`config.mk`:
```
export PLATFORM = sky130hd
export DESIGN_NAME = riscv_fetch_unit
export DESIGN_NICKNAME = d
export VERILOG_FILES = /design/src/rtl/riscv_fetch_unit_pkg.sv /design/src/rtl/riscv_fetch_unit_sync_fifo.sv /design/src/rtl/riscv_fetch_unit.sv
export SDC_FILE = /design/constraint.sdc
export NUM_CORES = 1
export LEC_CHECK = 0
export CAP_MARGIN = 20
export CELL_PAD_IN_SITES_DETAIL_PLACEMENT = 1
export CELL_PAD_IN_SITES_GLOBAL_PLACEMENT = 1
export CORE_AREA = 2 2 170 205
export CTS_BUF_LIST = sky130_fd_sc_hd__clkbuf_4
export DETAILED_ROUTE_END_ITERATION = 16
export DIE_AREA = 0 0 172 207
export GPL_TIMING_DRIVEN = 0
export PLACE_DENSITY = 0.89
export SLEW_MARGIN = 30
export SYNTH_ARGS = -nofsm -noshare
export SYNTH_HDL_FRONTEND = slang
export SYNTH_HIERARCHICAL = 1
export SYNTH_SLANG_ARGS = --single-unit
```
`constraint.sdc`:
```
create_clock -name clk -period 3.93 [get_ports clk]
set_input_delay 0.9825 -clock clk [delete_from_list [all_inputs] [get_ports clk]]
set_output_delay 0.9825 -clock clk [all_outputs]
set_load 0.005 [all_outputs]
```
`src/rtl/riscv_fetch_unit_pkg.sv`:
```
// Shared definitions for the RV32I fetch front end: widths, reset vector and the NOP
// encoding that downstream stages insert on a flush.
package riscv_fetch_unit_pkg;

    localparam int unsigned DEFAULT_XLEN     = 32;
    localparam logic [31:0] DEFAULT_RESET_PC = 32'h0000_0000;
    localparam int unsigned ILEN             = 32;
    localparam logic [31:0] NOP_INSTR        = 32'h0000_0013;

endpackage

```
`src/rtl/riscv_fetch_unit_sync_fifo.sv`:
```
// Synchronous FIFO used as the fetch queue; flush empties it in one cycle and wins over
// any push or pop in the same cycle.
module sync_fifo
    import riscv_fetch_unit_pkg::*;
#(
    parameter int unsigned WIDTH = 8,
    parameter int unsigned DEPTH = 4
) (
    input  logic                       clk,
    input  logic                       rst,
    input  logic                       push,
    input  logic                       pop,
    input  logic                       flush,
    input  logic [WIDTH-1:0]           wdata,
    output logic [WIDTH-1:0]           rdata,
    output logic [$clog2(DEPTH+1)-1:0] count,
    output logic                       full,
    output logic                       empty
);

    localparam int unsigned PTR_W = $clog2(DEPTH);
    localparam int unsigned CNT_W = $clog2(DEPTH + 1);

    logic [WIDTH-1:0] mem_q [DEPTH];
    logic [WIDTH-1:0] mem_d [DEPTH];
    logic [PTR_W-1:0] wr_ptr_q, wr_ptr_d;
    logic [PTR_W-1:0] rd_ptr_q, rd_ptr_d;
    logic [CNT_W-1:0] count_q, count_d;
    logic             do_push;
    logic             do_pop;

    assign full    = (count_q == CNT_W'(DEPTH));
    assign empty   = (count_q == '0);
    assign count   = count_q;
    assign rdata   = mem_q[rd_ptr_q];
    assign do_push = push && !full;
    assign do_pop  = pop && !empty;

    always_comb begin
        mem_d    = mem_q;
        wr_ptr_d = wr_ptr_q;
        rd_ptr_d = rd_ptr_q;
        count_d  = count_q;
        if (flush) begin
            wr_ptr_d = '0;
            rd_ptr_d = '0;
            count_d  = '0;
        end else begin
            if (do_push) begin
                mem_d[wr_ptr_q] = wdata;
                wr_ptr_d        = wr_ptr_q + PTR_W'(1);
            end
            if (do_pop) begin
                rd_ptr_d = rd_ptr_q + PTR_W'(1);
            end
            count_d = count_q + CNT_W'(do_push) - CNT_W'(do_pop);
        end
    end

    // Storage is not reset; only the pointers and count define what is valid.
    always_ff @(posedge clk) begin
        if (rst) begin
            wr_ptr_q <= '0;
            rd_ptr_q <= '0;
            count_q  <= '0;
        end else begin
            wr_ptr_q <= wr_ptr_d;
            rd_ptr_q <= rd_ptr_d;
            count_q  <= count_d;
        end
        mem_q <= mem_d;
    end

endmodule

```
`src/rtl/riscv_fetch_unit.sv`:
```
// Decoupled instruction fetch engine: issues word fetches to a variable-latency memory,
// buffers responses in a FIFO and discards stale responses after an EX redirect.
module riscv_fetch_unit
    import riscv_fetch_unit_pkg::*;
#(
    parameter int unsigned     XLEN            = DEFAULT_XLEN,
    parameter logic [XLEN-1:0] RESET_PC        = XLEN'(DEFAULT_RESET_PC),
    parameter int unsigned     FQ_DEPTH        = 4,
    parameter int unsigned     MAX_OUTSTANDING = 2
) (
    input  logic            clk,
    input  logic            rst,
    output logic            imem_req_valid,
    input  logic            imem_req_ready,
    output logic [XLEN-1:0] imem_req_addr,
    input  logic            imem_rsp_valid,
    input  logic [ILEN-1:0] imem_rsp_data,
    input  logic            redirect_valid,
    input  logic [XLEN-1:0] redirect_pc,
    output logic            fq_out_valid,
    input  logic            fq_out_ready,
    output logic [XLEN-1:0] fq_out_pc,
    output logic [ILEN-1:0] fq_out_instr
);

    localparam int unsigned FQ_CNT_W = $clog2(FQ_DEPTH + 1);
    localparam int unsigned CNT_W    = $clog2(FQ_DEPTH + 1) + 1;
    localparam int unsigned FQ_W     = XLEN + ILEN;

    logic [XLEN-1:0]     fetch_pc_q, fetch_pc_d;
    logic [XLEN-1:0]     resp_pc_q, resp_pc_d;
    logic [CNT_W-1:0]    outstanding_q, outstanding_d;
    logic [CNT_W-1:0]    drop_cnt_q, drop_cnt_d;
    logic [CNT_W-1:0]    live_cnt;
    logic [CNT_W-1:0]    credit_used;
    logic [FQ_CNT_W-1:0] fq_count;
    logic                fq_full;
    logic                fq_empty;
    logic                fq_push;
    logic                fq_pop;
    logic [FQ_W-1:0]     fq_wdata;
    logic [FQ_W-1:0]     fq_rdata;
    logic                req_accept;
    logic                rsp_seen;
    logic                rsp_drop;
    logic [XLEN-1:0]     redirect_target;
    logic                unused_redirect_bits;

    assign redirect_target      = {redirect_pc[XLEN-1:2], 2'b00};
    assign unused_redirect_bits = ^redirect_pc[1:0];

    // Queue slots are reserved for every live request, so a response always finds room.
    assign live_cnt    = outstanding_q - drop_cnt_q;
    assign credit_used = CNT_W'(fq_count) + live_cnt;

    assign imem_req_valid = !rst && !redirect_valid
                            && (outstanding_q < CNT_W'(MAX_OUTSTANDING))
                            && (credit_used < CNT_W'(FQ_DEPTH));
    assign imem_req_addr  = rst ? RESET_PC : fetch_pc_q;
    assign req_accept     = imem_req_valid && imem_req_ready;

    assign rsp_seen = imem_rsp_valid && (outstanding_q != '0);
    assign rsp_drop = rsp_seen && (drop_cnt_q != '0);
    assign fq_push  = rsp_seen && !rsp_drop && !redirect_valid && !rst;
    assign fq_wdata = {resp_pc_q, imem_rsp_data};

    assign fq_out_valid = !rst && !fq_empty && !redirect_valid;
    assign fq_pop       = fq_out_valid && fq_out_ready;
    assign fq_out_pc    = fq_rdata[FQ_W-1:ILEN];
    assign fq_out_instr = fq_out_valid ? fq_rdata[ILEN-1:0] : NOP_INSTR;

    sync_fifo #(
        .WIDTH (FQ_W),
        .DEPTH (FQ_DEPTH)
    ) u_fetch_queue (
        .clk   (clk),
        .rst   (rst),
        .push  (fq_push),
        .pop   (fq_pop),
        .flush (redirect_valid),
        .wdata (fq_wdata),
        .rdata (fq_rdata),
        .count (fq_count),
        .full  (fq_full),
        .empty (fq_empty)
    );

    always_comb begin
        fetch_pc_d    = fetch_pc_q;
        resp_pc_d     = resp_pc_q;
        drop_cnt_d    = drop_cnt_q;
        outstanding_d = outstanding_q + CNT_W'(req_accept) - CNT_W'(rsp_seen);
        if (req_accept) begin
            fetch_pc_d = fetch_pc_q + XLEN'(4);
        end
        if (fq_push) begin
            resp_pc_d = resp_pc_q + XLEN'(4);
        end
        if (rsp_drop) begin
            drop_cnt_d = drop_cnt_q - CNT_W'(1);
        end
        // Every request still in flight after this edge belongs to the old path.
        if (redirect_valid) begin
            fetch_pc_d = redirect_target;
            resp_pc_d  = redirect_target;
            drop_cnt_d = outstanding_q - CNT_W'(rsp_seen);
        end
    end

    always_ff @(posedge clk) begin
        if (rst) begin
            fetch_pc_q    <= RESET_PC;
            resp_pc_q     <= RESET_PC;
            outstanding_q <= '0;
            drop_cnt_q    <= '0;
        end else begin
            fetch_pc_q    <= fetch_pc_d;
            resp_pc_q     <= resp_pc_d;
            outstanding_q <= outstanding_d;
            drop_cnt_q    <= drop_cnt_d;
        end
    end

    always_ff @(posedge clk) begin
        if (!rst) begin
            assert (!(fq_push && fq_full));
        end
    end

endmodule

```
-- Word-level counts from Yosys, hierarchy flattened
Index checks and enable logic that the tools add are counted.
- bits in registers: 335
- output and inout bits: 98
- logic and storage cells: 76
- $lt $le $gt $ge: 5
- equality and inequality tests: 1
- reduce and logical (&&, ||, !) cells: 28
- multiplexer cells: 14
- bitwise logic cells: 3
- $add $sub $neg: 12
- operators with widths (cell ; count):
    256-bit bitwise mux ; 1
    32-bit 2-to-1 mux ; 6
    64-bit 2-to-1 mux ; 3
    64-bit binary-select mux with 2-bit select ; 1
    64-bit demux with 2-bit select ; 1
    32-bit by 3-bit adder with 32-bit output (second input constant) ; 2
    1-bit logical AND ; 15
    4-bit 2-to-1 mux ; 2
    4-bit nonzero test ; 2
    4-bit by 1-bit subtractor with 4-bit output ; 2
    3-bit >= comparator (second input constant) ; 2
    2-bit inverter with 3-bit output ; 2
    2-bit nonzero test ; 3
    1-bit zero test ; 5
    2-bit by 1-bit adder with 2-bit output (second input constant) ; 2
    3-bit by 4-bit adder with 4-bit output ; 1
    4-bit by 1-bit adder with 4-bit output ; 1
    4-bit by 2-bit < comparator with 1-bit output (second input constant) ; 1
    4-bit by 3-bit < comparator with 1-bit output (second input constant) ; 1
    4-bit by 1-bit subtractor with 4-bit output (second input constant) ; 1
    4-bit subtractor ; 1
    3-bit by 1-bit adder with 3-bit output ; 1
    3-bit == test (second input constant) ; 1
    3-bit zero test ; 1
    5 further kinds ; 5

-- Depth between registers and ports, before layout
Gate-level depths: netlist of run 1.
- depth in word-level cells: 10
- gate-level depth with buffers: 18

-- Hierarchy
Netlist of run 1, hierarchy kept.
- by module, submodules not included (module ; seq. area each (um^2) ; area an instance (um^2) ; instances ; cells an instance):
    sync_fifo ; 7827.5 ; 9706.8 ; 1 ; 383
    riscv_fetch_unit ; 1361.3 ; 4894.7 ; 1 ; 605

-- Least setup slack after synthesis of run 1
Ideal clock, no wire load.
- path type: input-to-reg
- from: input redirect_valid
- to: register u_fetch_queue/mem_q[0] in the netlist's numbering (enable)
- setup slack: -0.244 ns
- library setup time: 0.429 ns
- stages on the path: 7
- data required time: 3.501 ns
- arrival time: 3.746 ns
- path buffers: 3
- cells stage by stage: clkbuf_1 -> clkbuf_1 -> buf_1 -> nor3_1 -> inv_1 -> nor3_1 -> and2_1
- cells in the longest elaborated chain, start to end: 5
- elaborated cells on any way between the ends: 6
- ends and longest elaborated chain (what ; RTL line ; text):
    start, declared ; riscv_fetch_unit.sv:18 ; input logic redirect_valid,
    1-bit zero test ; riscv_fetch_unit.sv:64 ; assign fq_push = rsp_seen && !rsp_drop && !redirect_valid && !rst;
    1-bit logical AND (2 in a row) ; riscv_fetch_unit.sv:64 ;
    via fq_push ; riscv_fetch_unit.sv:39 ; logic fq_push;
    1-bit logical AND ; riscv_fetch_unit_sync_fifo.sv:36 ; assign do_push = push && !full;
    2-bit AND reduction (no line) ; n/a ;
    end signal, assigned ; riscv_fetch_unit_sync_fifo.sv:71 ; mem_q <= mem_d;
    end, declared ; riscv_fetch_unit_sync_fifo.sv:24 ; logic [WIDTH-1:0] mem_q [DEPTH];
The timed path passes the listed nets, and every way through them passes these cells.
A chain may end at the register's enable or synchronous reset.

-- Final worst setup path of run 1
- from: register u_fetch_queue.count_q[2], in the netlist u_fetch_queue/count[2]
- to: output imem_req_valid
- cells in the longest elaborated chain, start to end: 3
- ends and longest elaborated chain (what ; RTL line ; text):
    start, declared ; riscv_fetch_unit_sync_fifo.sv:28 ; logic [CNT_W-1:0] count_q, count_d;
    start signal, assigned ; riscv_fetch_unit_sync_fifo.sv:69 ; count_q <= count_d;
    3-bit by 4-bit adder with 4-bit output ; riscv_fetch_unit.sv:54 ; assign credit_used = CNT_W'(fq_count) + live_cnt;
    4-bit by 3-bit < comparator with 1-bit output ; riscv_fetch_unit.sv:58 ; && (credit_used < CNT_W'(FQ_DEPTH));
    1-bit logical AND ; riscv_fetch_unit.sv:58 ;
    end, declared ; riscv_fetch_unit.sv:13 ; output logic imem_req_valid,
Every way passes these cells.

==> impl_summary.txt, run 1 <==
----------------------------------------------------
[GRT]
  First-pass GRT wire length ... between 60000 and 70000 um
  Vias in the first global route ... 11000
  Number of antenna violations at the first check in global routing ... 3
  Maximum number of pins on one net before global-route repair ... 41
  Total Routing Usage GR ... 23.56%
  Residual overflow from global routing ... 0

[Floorplanning]
  Standard-cell rows ... 74
  Core Region ... 33700 um2
  Floorplan die area ... ~36000 um2
  Die Y ... 207 um
  I/O Pins ... 168
  Horizontal extent of the die ... 172 um
  Initial standard-cell utilization of the core ... between 40% and 50%

[Clock tree]
  Total clock buffers created by CTS ... between 80 and 90
  Total of hold buffers inserted after clock tree synthesis ... 0
  TritonCTS clock tree ... built
  Htree depth ... 3
  TritonCTS sink count ... 331
  Deepest clock path buffer count ... 3
  Clock-pin slew on the worst setup and hold paths ... 80 ps
  Root buffer cell ... sky130_fd_sc_hd__clkbuf_4
  Clock latency of the later-clocked register in the worst-skew pair ... 770 ps

[Min path]
  Worst Hold Launch ... resp_pc_q[16]
  Endpoint of the worst hold path ... u_fetch_queue/mem_q[48]
  Class of the most critical hold timing path ... flip-flop to flip-flop
  Worst hold path cell count ... 0

[Detailed routing]
  Ratio of routed vias to standard cells ... 5.619
  Iteration count of the initial detailed-routing pass ... 5
  Wire length per cell after detailed routing ... 23.13 um
  Vias post-DR ... between 10000 and 15000
  Number of DRC violations after detailed routing ... 0
  Post-detailed-route count of antenna-violating nets ... 0
  First-iteration detailed-routing DRC count ... 509
  Drt total wl ... 41210 um

[Yosys]
  Top post-synthesis cells by area ... sky130_fd_sc_hd__edfxtp_1, sky130_fd_sc_hd__dfxtp_1, sky130_fd_sc_hd__mux4_2
  Yosys warning count ... 6
  Number of synthesized register bits ... 331
  Number of enable-type register cells in the synthesized netlist ... ~260
  Post-synthesis average cell area ... 14.78 um2
  Main flop type after synthesis ... sky130_fd_sc_hd__edfxtp_1
  Sequential element share of the synthesized area ... 62.93%
  Cell accounting for the most synthesized area ... sky130_fd_sc_hd__edfxtp_1
  Share of the synthesized area in the top cell type ... 52.65%
  Cell count after synthesis ... 988
  Fraction of synthesis flops using an asynchronous set or reset pin ... 0%
  Unique masters post-synth ... 67
  Netlist Area Pre-Place ... 14600 um2

[STA]
  Number of slew-limit violations in the final report ... 0
  Achievable Freq ... between 200 and 250 MHz
  Worst relative slew slack ... 32.65%
  Hold slack ... 526.9 ps
  Worst-Margin Slew ... 1003 ps
  Setup repair after global routing missed its margin ... yes
  Final critical path time including I/O delays and setup ... between 4000 and 5000 ps
  Final-report setup violation count ... 1
  Setup Skew ... around 110 ps
  Portion of the clock cycle consumed by the worst path in the final layout ... 103.5%
  Final Hold Vio Count ... 0
  Crit path setup slack, layout ... -138.6 ps
  Total negative slack ... -138.6 ps

[Power and ir drop]
  Internal power ... 5939 uW
  Worst vdd rail ir drop ... between 150 and 200 uV
  Combinational share of power ... 14.6%
  Pwr dens ... 446.4 nW/um2
  Sw frac ... 26.90%
  Clock share of power ... 36.3%
  Fraction of power consumed by sequential logic ... 49.1%
  Final total power ... between 8000 and 9000 uW
  Total net switching power ... 2186 uW
  Leakage power ... between 0.006 and 0.007 uW

[Setup path]
  Critical-path maximum fanout ... 7
  Reg2Reg Capture Point ... outstanding_q[2]
  Register-to-register path setup slack ... 150 ps
  Worst path arrival time ... 3090 ps
  Data required time at the worst endpoint ... about 3000 ps
  Critical Path Start Type ... flip-flop
  Critical Path Sink Type ... primary output
  Cell depth of the worst flop-to-flop path ... 19
  Startpoint-to-endpoint class of the critical path ... flip-flop to primary output
  Reg2Reg Launch Point ... u_fetch_queue/count[1]

[Placement]
  HPWL Detailed ... 28560 um
  Post-Place Worst Slack ... -1173 ps
  Number of port buffers ... 163
  Total placed instance area ... 16970 um2
  GPL Wtd Cong ... 0.9160

[Layout]
  Final layout net count ... 1352
  Fin area ... 18200 um2
  Share of final-layout standard cells stronger than drive strength 1 ... 20.32%
  Layout overhead on the synthesized area ... 24.65%

[Run]
  Number of max-cap violations ... 0

[Run status]
  Failing checks ... setup timing
  Result of the run ... finished, violations left

----------------------------------------------------
registers in the layout, summed over array words and instances (netlist names):
signal,cells
u_fetch_queue/rd_ptr_q,2
drop_cnt_q,4
u_fetch_queue/mem_q,256
resp_pc_q,30
outstanding_q,4
u_fetch_queue/wr_ptr_q,2
u_fetch_queue/count,3
fetch_pc_q,30
cells in the final DEF, fill, tap and decap left out, drive strengths merged, types with 38 or more instances in the layout:
master / Yosys / routed
nor2: 47 / 47
buf: 24 / 38
mux4: 64 / 64
dfxtp: 75 / 75
inv: 39 / 40
and2: 42 / 42
clkbuf: 29 / 152
edfxtp: 256 / 256
clkdlybuf4s50: 0 / 160
nor3: 42 / 42
power groups by stage:
stage | Clock, uW | Sequential [uW] | Combinational [uW]
floorplan | 0 | 4020 | 667
global placement | 0 | 4050 | 984
detailed placement | 0 | 4070 | 1050
finish | 2950 | 3990 | 1180
CTS | 3040 | 3990 | 1160
global route | 3200 | 4000 | 1280
kinds of logic after synthesis:
group	synth area share [%]
flops	62.93
simple gates	11.39
compound gates	8.072
buf+inv	3.213
mux	9.940
xor+xnor	2.082
fa+ha+maj	2.348
other cells	0.02568
how the worst max path moves through the flow:
stage,start,endpoint,slack [ps],cells past startpoint
after global placement,redirect_valid,u_fetch_queue/mem_q[224],-1590,8
after global routing,u_fetch_queue/count[1],imem_req_valid,-230,11
final,u_fetch_queue/count[2],imem_req_valid,-140,9
after floorplan,outstanding_q[1],outstanding_q[2],340,16
after detailed placement,redirect_valid,u_fetch_queue/mem_q[142],-1170,9
after CTS,u_fetch_queue/count[1],imem_req_valid,-200,11
critical path: stages, from the launching register on:
cell and delay, ps:
sky130_fd_sc_hd__dfxtp_4 400, sky130_fd_sc_hd__inv_1 70, sky130_fd_sc_hd__fa_1 480, sky130_fd_sc_hd__inv_1 40, sky130_fd_sc_hd__ha_1 270, sky130_fd_sc_hd__buf_2 180, sky130_fd_sc_hd__o41a_1 500, sky130_fd_sc_hd__buf_6 170
sky130_fd_sc_hd__nor2b_4 110, sky130_fd_sc_hd__buf_2 120
layer usage:
layer	vias to the layer above	GRT usage (%)	share of wire (%)
met4	2	10.34	3.4
met2	437	40.74	52
met5	-	0	0.027
li1	4474	-	-
met1	4997	27.83	38
met3	103	5.445	6.7
stage by stage:
stage | utilization, % | cells
after detailed placement | 50.36 | 1621
final | 54.01 | 1782
after floorplan | - | 997
after CTS | 53.95 | 1780
after global routing | 54.01 | 1782
after global placement | 49.97 | 1616
layout make-up:
type	instances	area, um2
Antenna cell	2	5.005
Clock buffer	122	915.9
Buffer	53	351.6
Fill cell	3424	15500
Clock inverter	29	173.9
Timing Repair Buffer	176	1808
Multi-Input combinational cell	574	5029
Sequential cell	331	9201
Inverter	39	146.4
Tap cell	456	570.5
Yosys cell counts, types with 4 or more instances:
library cell                number
sky130_fd_sc_hd__a21boi_0       14
sky130_fd_sc_hd__a21oi_1        10
sky130_fd_sc_hd__nand2_1        33
sky130_fd_sc_hd__o2111a_1        6
sky130_fd_sc_hd__nand3_1        16
sky130_fd_sc_hd__buf_12          4
sky130_fd_sc_hd__nor3b_1         4
sky130_fd_sc_hd__or3_1           6
sky130_fd_sc_hd__and2_1         41
sky130_fd_sc_hd__ha_1           21
sky130_fd_sc_hd__buf_2           8
sky130_fd_sc_hd__o41ai_1         5
sky130_fd_sc_hd__o21ai_0         9
sky130_fd_sc_hd__a311oi_1        5
sky130_fd_sc_hd__fa_1            4
sky130_fd_sc_hd__o211a_1         5
sky130_fd_sc_hd__xnor2_1        25
sky130_fd_sc_hd__o211ai_1        4
sky130_fd_sc_hd__o21a_1         27
sky130_fd_sc_hd__edfxtp_1      256
sky130_fd_sc_hd__o311ai_0        7
sky130_fd_sc_hd__and3_1          5
sky130_fd_sc_hd__buf_6           4
sky130_fd_sc_hd__o31a_1         12
sky130_fd_sc_hd__xor2_1          5
sky130_fd_sc_hd__dfxtp_1        75
sky130_fd_sc_hd__nor3_1         41
sky130_fd_sc_hd__nor2_1         47
sky130_fd_sc_hd__nor4_1         23
sky130_fd_sc_hd__a211oi_1       16
sky130_fd_sc_hd__nor2b_1        28
sky130_fd_sc_hd__and4_1         10
sky130_fd_sc_hd__inv_1          38
sky130_fd_sc_hd__clkbuf_1       29
sky130_fd_sc_hd__o31ai_1         9
sky130_fd_sc_hd__o2111ai_1       6
sky130_fd_sc_hd__nand2b_1        4
sky130_fd_sc_hd__mux4_2         64
sky130_fd_sc_hd__buf_4           5
sky130_fd_sc_hd__nand4_1        15
repair_timing:
item                                    4_1_cts  5_1_grt
endpoints found under the setup margin      285      121
buffers inserted                              8        0
pin swaps                                     5        3
resized for setup                            29       11
(Power assumes the default switching activity.)
==> run 2, diff against run 1 <==
- CORE_AREA: 2 2 170 205 -> 2 2 169 204
- DIE_AREA: 0 0 172 207 -> 0 0 171 206
- PLACE_DENSITY: 0.89 -> 0.88
- RECOVER_POWER: not set -> 25
- SYNTH_HIERARCHICAL: 1 -> not set
==> run 2 against run 1 <==
  * The flow now finishes without violations
  * Core utilization fell by 1.4 points
  * Die area fell by 1.1%
  * Wire length fell by 8.4%
  * Final cell count fell by 2.3%
  * Worst hold slack improved by 37 ps
  * Via count fell by 3.3%
  * Combinational power rose by 32%
  * Count of clock-buffer cells in the layout fell by 10
  * Critical path type unchanged
  * Critical endpoint unchanged
  * Highest routed layer is now met4
==> impl_summary.txt, run 2 <==
----------------------------------------------------
[Yosys]
  Most common cell in the netlist ... sky130_fd_sc_hd__edfxtp_1
  Netlist Area Pre-Place ... 14080 um2 (-3.6%)
  Fraction of synthesis flops using an asynchronous set or reset pin ... 0% (unchanged)
  Top post-synthesis cells by area ... sky130_fd_sc_hd__edfxtp_1, sky130_fd_sc_hd__dfxtp_1, sky130_fd_sc_hd__mux4_2
  Main flop type after synthesis ... sky130_fd_sc_hd__edfxtp_1
  Number of enable-type register cells in the synthesized netlist ... 248 (-3.1%)
  Cell count after synthesis ... 968 (-2.0%)
  Share of the synthesized area in the top cell type ... 52.91% (+0.26 points)
  Unique masters post-synth ... 67 (unchanged)
  Post-synthesis average cell area ... 14.54 um2 (-1.6%)
  Sequential element share of the synthesized area ... 63.57% (+0.64 points)
  Yosys warning count ... 0 (-6)
  Cell accounting for the most synthesized area ... sky130_fd_sc_hd__edfxtp_1
  Most common library cells after synthesis ... sky130_fd_sc_hd__edfxtp_1, sky130_fd_sc_hd__dfxtp_1, sky130_fd_sc_hd__mux4_2
  Number of synthesized register bits ... 323 (-2.4%)

[Placement]
  Post-Place Worst Slack ... -840.5 ps (+332.0 ps)
  GPL Wtd Cong ... 0.9006 (-1.7%)
  Number of port buffers ... 158 (-3.1%)
  HPWL Detailed ... 25780 um (-9.7%)
  Total placed instance area ... 16340 um2 (-3.8%)

[STA]
  Worst relative slew slack ... 36.87% (+4.2 points)
  Portion of the clock cycle consumed by the worst path in the final layout ... 98.00% (-5.5 points)
  Setup Skew ... 94.73 ps (-20.02 ps)
  Achievable Freq ... 259.7 MHz (+5.6%)
  Worst-Margin Slew ... 934.7 ps (-67.90 ps)
  Crit path setup slack, layout ... 78.69 ps (+217.3 ps)
  Hold slack ... 564.2 ps (+37.33 ps)
  Final Hold Vio Count ... 0 (unchanged)
  Setup repair after global routing missed its margin ... yes
  Final critical path time including I/O delays and setup ... 3851 ps (-217.3 ps)
  Number of slew-limit violations in the final report ... 0 (unchanged)
  Total negative slack ... 0 ps (+138.6 ps)
  Final-report setup violation count ... 0 (-1)

[Detailed routing]
  Post-detailed-route count of antenna-violating nets ... 0 (unchanged)
  Vias post-DR ... 9686 (-3.3%)
  Wire length per cell after detailed routing ... 21.69 um (-6.2%)
  First-iteration detailed-routing DRC count ... 694 (+36%)
  Drt total wl ... 37750 um (-8.4%)
  Ratio of routed vias to standard cells ... 5.563 (-0.99%)
  Number of DRC violations after detailed routing ... 0 (unchanged)
  Iteration count of the initial detailed-routing pass ... 5 (unchanged)

[Run status]
  Result of the run ... completed

[Setup path]
  Critical-path maximum fanout ... 6 (-1)
  Worst path arrival time ... 2870 ps (-220 ps)
  Reg2Reg Capture Point ... outstanding_q[2]
  Critical Path Start Type ... flip-flop
  Cell-by-cell listing of the critical path ... inv_4, fa_1, inv_2, ha_4, nand4b_1, a21o_1, buf_6, and2_4, a21oi_2, buf_2
  Startpoint-to-endpoint class of the critical path ... flip-flop to primary output
  Reg2Reg Launch Point ... u_fetch_queue.count[2]
  Number of buffers and inverters on the critical path ... 4 (-1)
  Data required time at the worst endpoint ... 2950 ps (about the same)
  Cell depth of the worst flop-to-flop path ... 16 (-3)
  Critical Path Slowest Stage Cell ... sky130_fd_sc_hd__fa_1
  Register-to-register path setup slack ... 130 ps (-20 ps)
  Critical Path Sink Type ... primary output
  Critical path's top delay family ... adder cells
  Largest stage delay on the critical path ... 560 ps (+60 ps)

[Floorplanning]
  Die Y ... 206 um (-0.48%)
  Core Region ... 33520 um2 (-0.55%)
  Horizontal extent of the die ... 171 um (-0.58%)
  Initial standard-cell utilization of the core ... 42.00% (-1.3 points)
  I/O Pins ... 168 (unchanged)
  Floorplan die area ... 35230 um2 (-1.1%)
  Standard-cell rows ... 74 (unchanged)

[Clock tree]
  Deepest clock path buffer count ... 3 (unchanged)
  TritonCTS clock tree ... built
  Clock-pin slew on the worst setup and hold paths ... 70 ps (about the same)
  Htree depth ... 3 (unchanged)
  Root buffer cell ... sky130_fd_sc_hd__clkbuf_4
  Total clock buffers created by CTS ... 82 (unchanged)
  TritonCTS sink count ... 323 (-2.4%)
  Clock latency of the later-clocked register in the worst-skew pair ... 740 ps (-30 ps)

[GRT]
  Total Routing Usage GR ... 21.79% (-1.8 points)
  Maximum number of pins on one net before global-route repair ... 37 (-9.8%)
  First-pass GRT wire length ... 58530 um (-8.1%)
  Number of antenna violations at the first check in global routing ... 1 (-2)
  Vias in the first global route ... 10510 (-4.4%)
  Residual overflow from global routing ... 0 (unchanged)

[Min path]
  Class of the most critical hold timing path ... flip-flop to flip-flop
  Endpoint of the worst hold path ... fetch_pc_q[3]
  Worst Hold Launch ... fetch_pc_q[3]
  Worst hold path cell count ... 2 (+2)

[Layout]
  Layout overhead on the synthesized area ... 25.19%
  Post-Route Utilization ... 52.58% (-1.4 points)
  Sequential cell area ... 8957 um2 (-2.7%)
  Most common cell after layout, fill and taps aside ... sky130_fd_sc_hd__edfxtp_1
  Final-layout fill cell count ... 3387 (-1.1%)
  Fin area ... 17620 um2 (-3.2%)
  Share of final-layout standard cells stronger than drive strength 1 ... 20.95% (+0.63 points)
  Number of flip-flops under the largest register name ... 248 (-3.1%)
  Total area of multi-input combinational cells ... 4877 um2 (-3.0%)
  Largest regs ... u_fetch_queue.mem_q (248), fetch_pc_q (30), resp_pc_q (30)
  Commonest cells after routing, fill and taps aside ... sky130_fd_sc_hd__edfxtp_1, sky130_fd_sc_hd__clkdlybuf4s50_1, sky130_fd_sc_hd__clkbuf_4, sky130_fd_sc_hd__dfxtp_1, sky130_fd_sc_hd__mux4_2
  Final layout net count ... 1324 (-2.1%)
  Reg with most FFs ... u_fetch_queue.mem_q

[Power and ir drop]
  Leakage power ... 0.005913 uW (-3.1%)
  Pwr dens ... 471.8 nW/um2 (+5.7%)
  Worst vdd rail ir drop ... 262.0 uV (+45%)

[Run]
  Number of max-cap violations ... 0 (unchanged)

----------------------------------------------------
-- run 2: cell type report --
cell class	instances	area share, %
antenna	1	0.01420
multi-input combinational	556	27.68
inverter	30	0.6816
tap	456	3.238
timing repair buffer	177	10.17
clock buffer	112	4.771
buffer	58	1.661
clock inverter	28	0.9585
sequential	323	50.83
-- run 2: worst max-delay path by stage --
stage                         startpoint                     end  slack, ps  cells after the start
2_1_floorplan                        rst  u_fetch_queue.mem_q[0]        430                      5
3_3_place_gp                         rst        fq_out_instr[24]       -820                      7
3_5_place_dp                         rst        fq_out_instr[24]       -840                      7
4_1_cts        u_fetch_queue.rd_ptr_q[1]        fq_out_instr[24]          1                      5
5_1_grt           u_fetch_queue.count[2]          imem_req_valid        -40                     10
6_report          u_fetch_queue.count[2]          imem_req_valid         80                     10
-- run 2: cells by family after synthesis --
family / count (synthesis) / share of synthesized area, %
AO/OA/AOI/OAI: 124 / 6.676
flip-flops: 323 / 63.57
XOR/XNOR: 30 / 1.964
buffers and inverters: 92 / 2.613
adder cells (fa/ha/maj): 26 / 2.524
AND/OR/NAND/NOR: 298 / 11.80
other: 1 / 0.02664
multiplexers: 74 / 10.82
-- run 2: worst min-delay path, cell delays in order, from the launching register on --
cell                      delay, ps
sky130_fd_sc_hd__dfxtp_1        350
sky130_fd_sc_hd__nand2_1         70
sky130_fd_sc_hd__a31oi_1         90
-- run 2: timing repair --
item / CTS / global route
pin swaps: 3 / 5
setup endpoints to repair: 82 / 112
hold buffers: 0 / 0
buffers inserted: 7 / 7
resized for setup: 64 / 11
-- run 2: routing by layer --
layer  GRT usage (%)  share of wire [%]
met4           9.564                3.1
met3           4.883                6.6
met1           25.80                 39
met5               0                  0
met2           37.98                 51
-- run 2: stage by stage --
stage	cells	power [uW]
2_1_floorplan	971	4760
3_3_place_gp	1585	5193
3_5_place_dp	1589	5266
4_1_cts	1733	8236
5_1_grt	1741	8711
6_report	1741	8314
-- run 2: power breakdown --
group	switching (uW)	internal [uW]	total [uW]	leakage, uW
logic	844	713	1560	0.00244
clock network	1360	1450	2810	0.000604
registers	135	3810	3940	0.00287
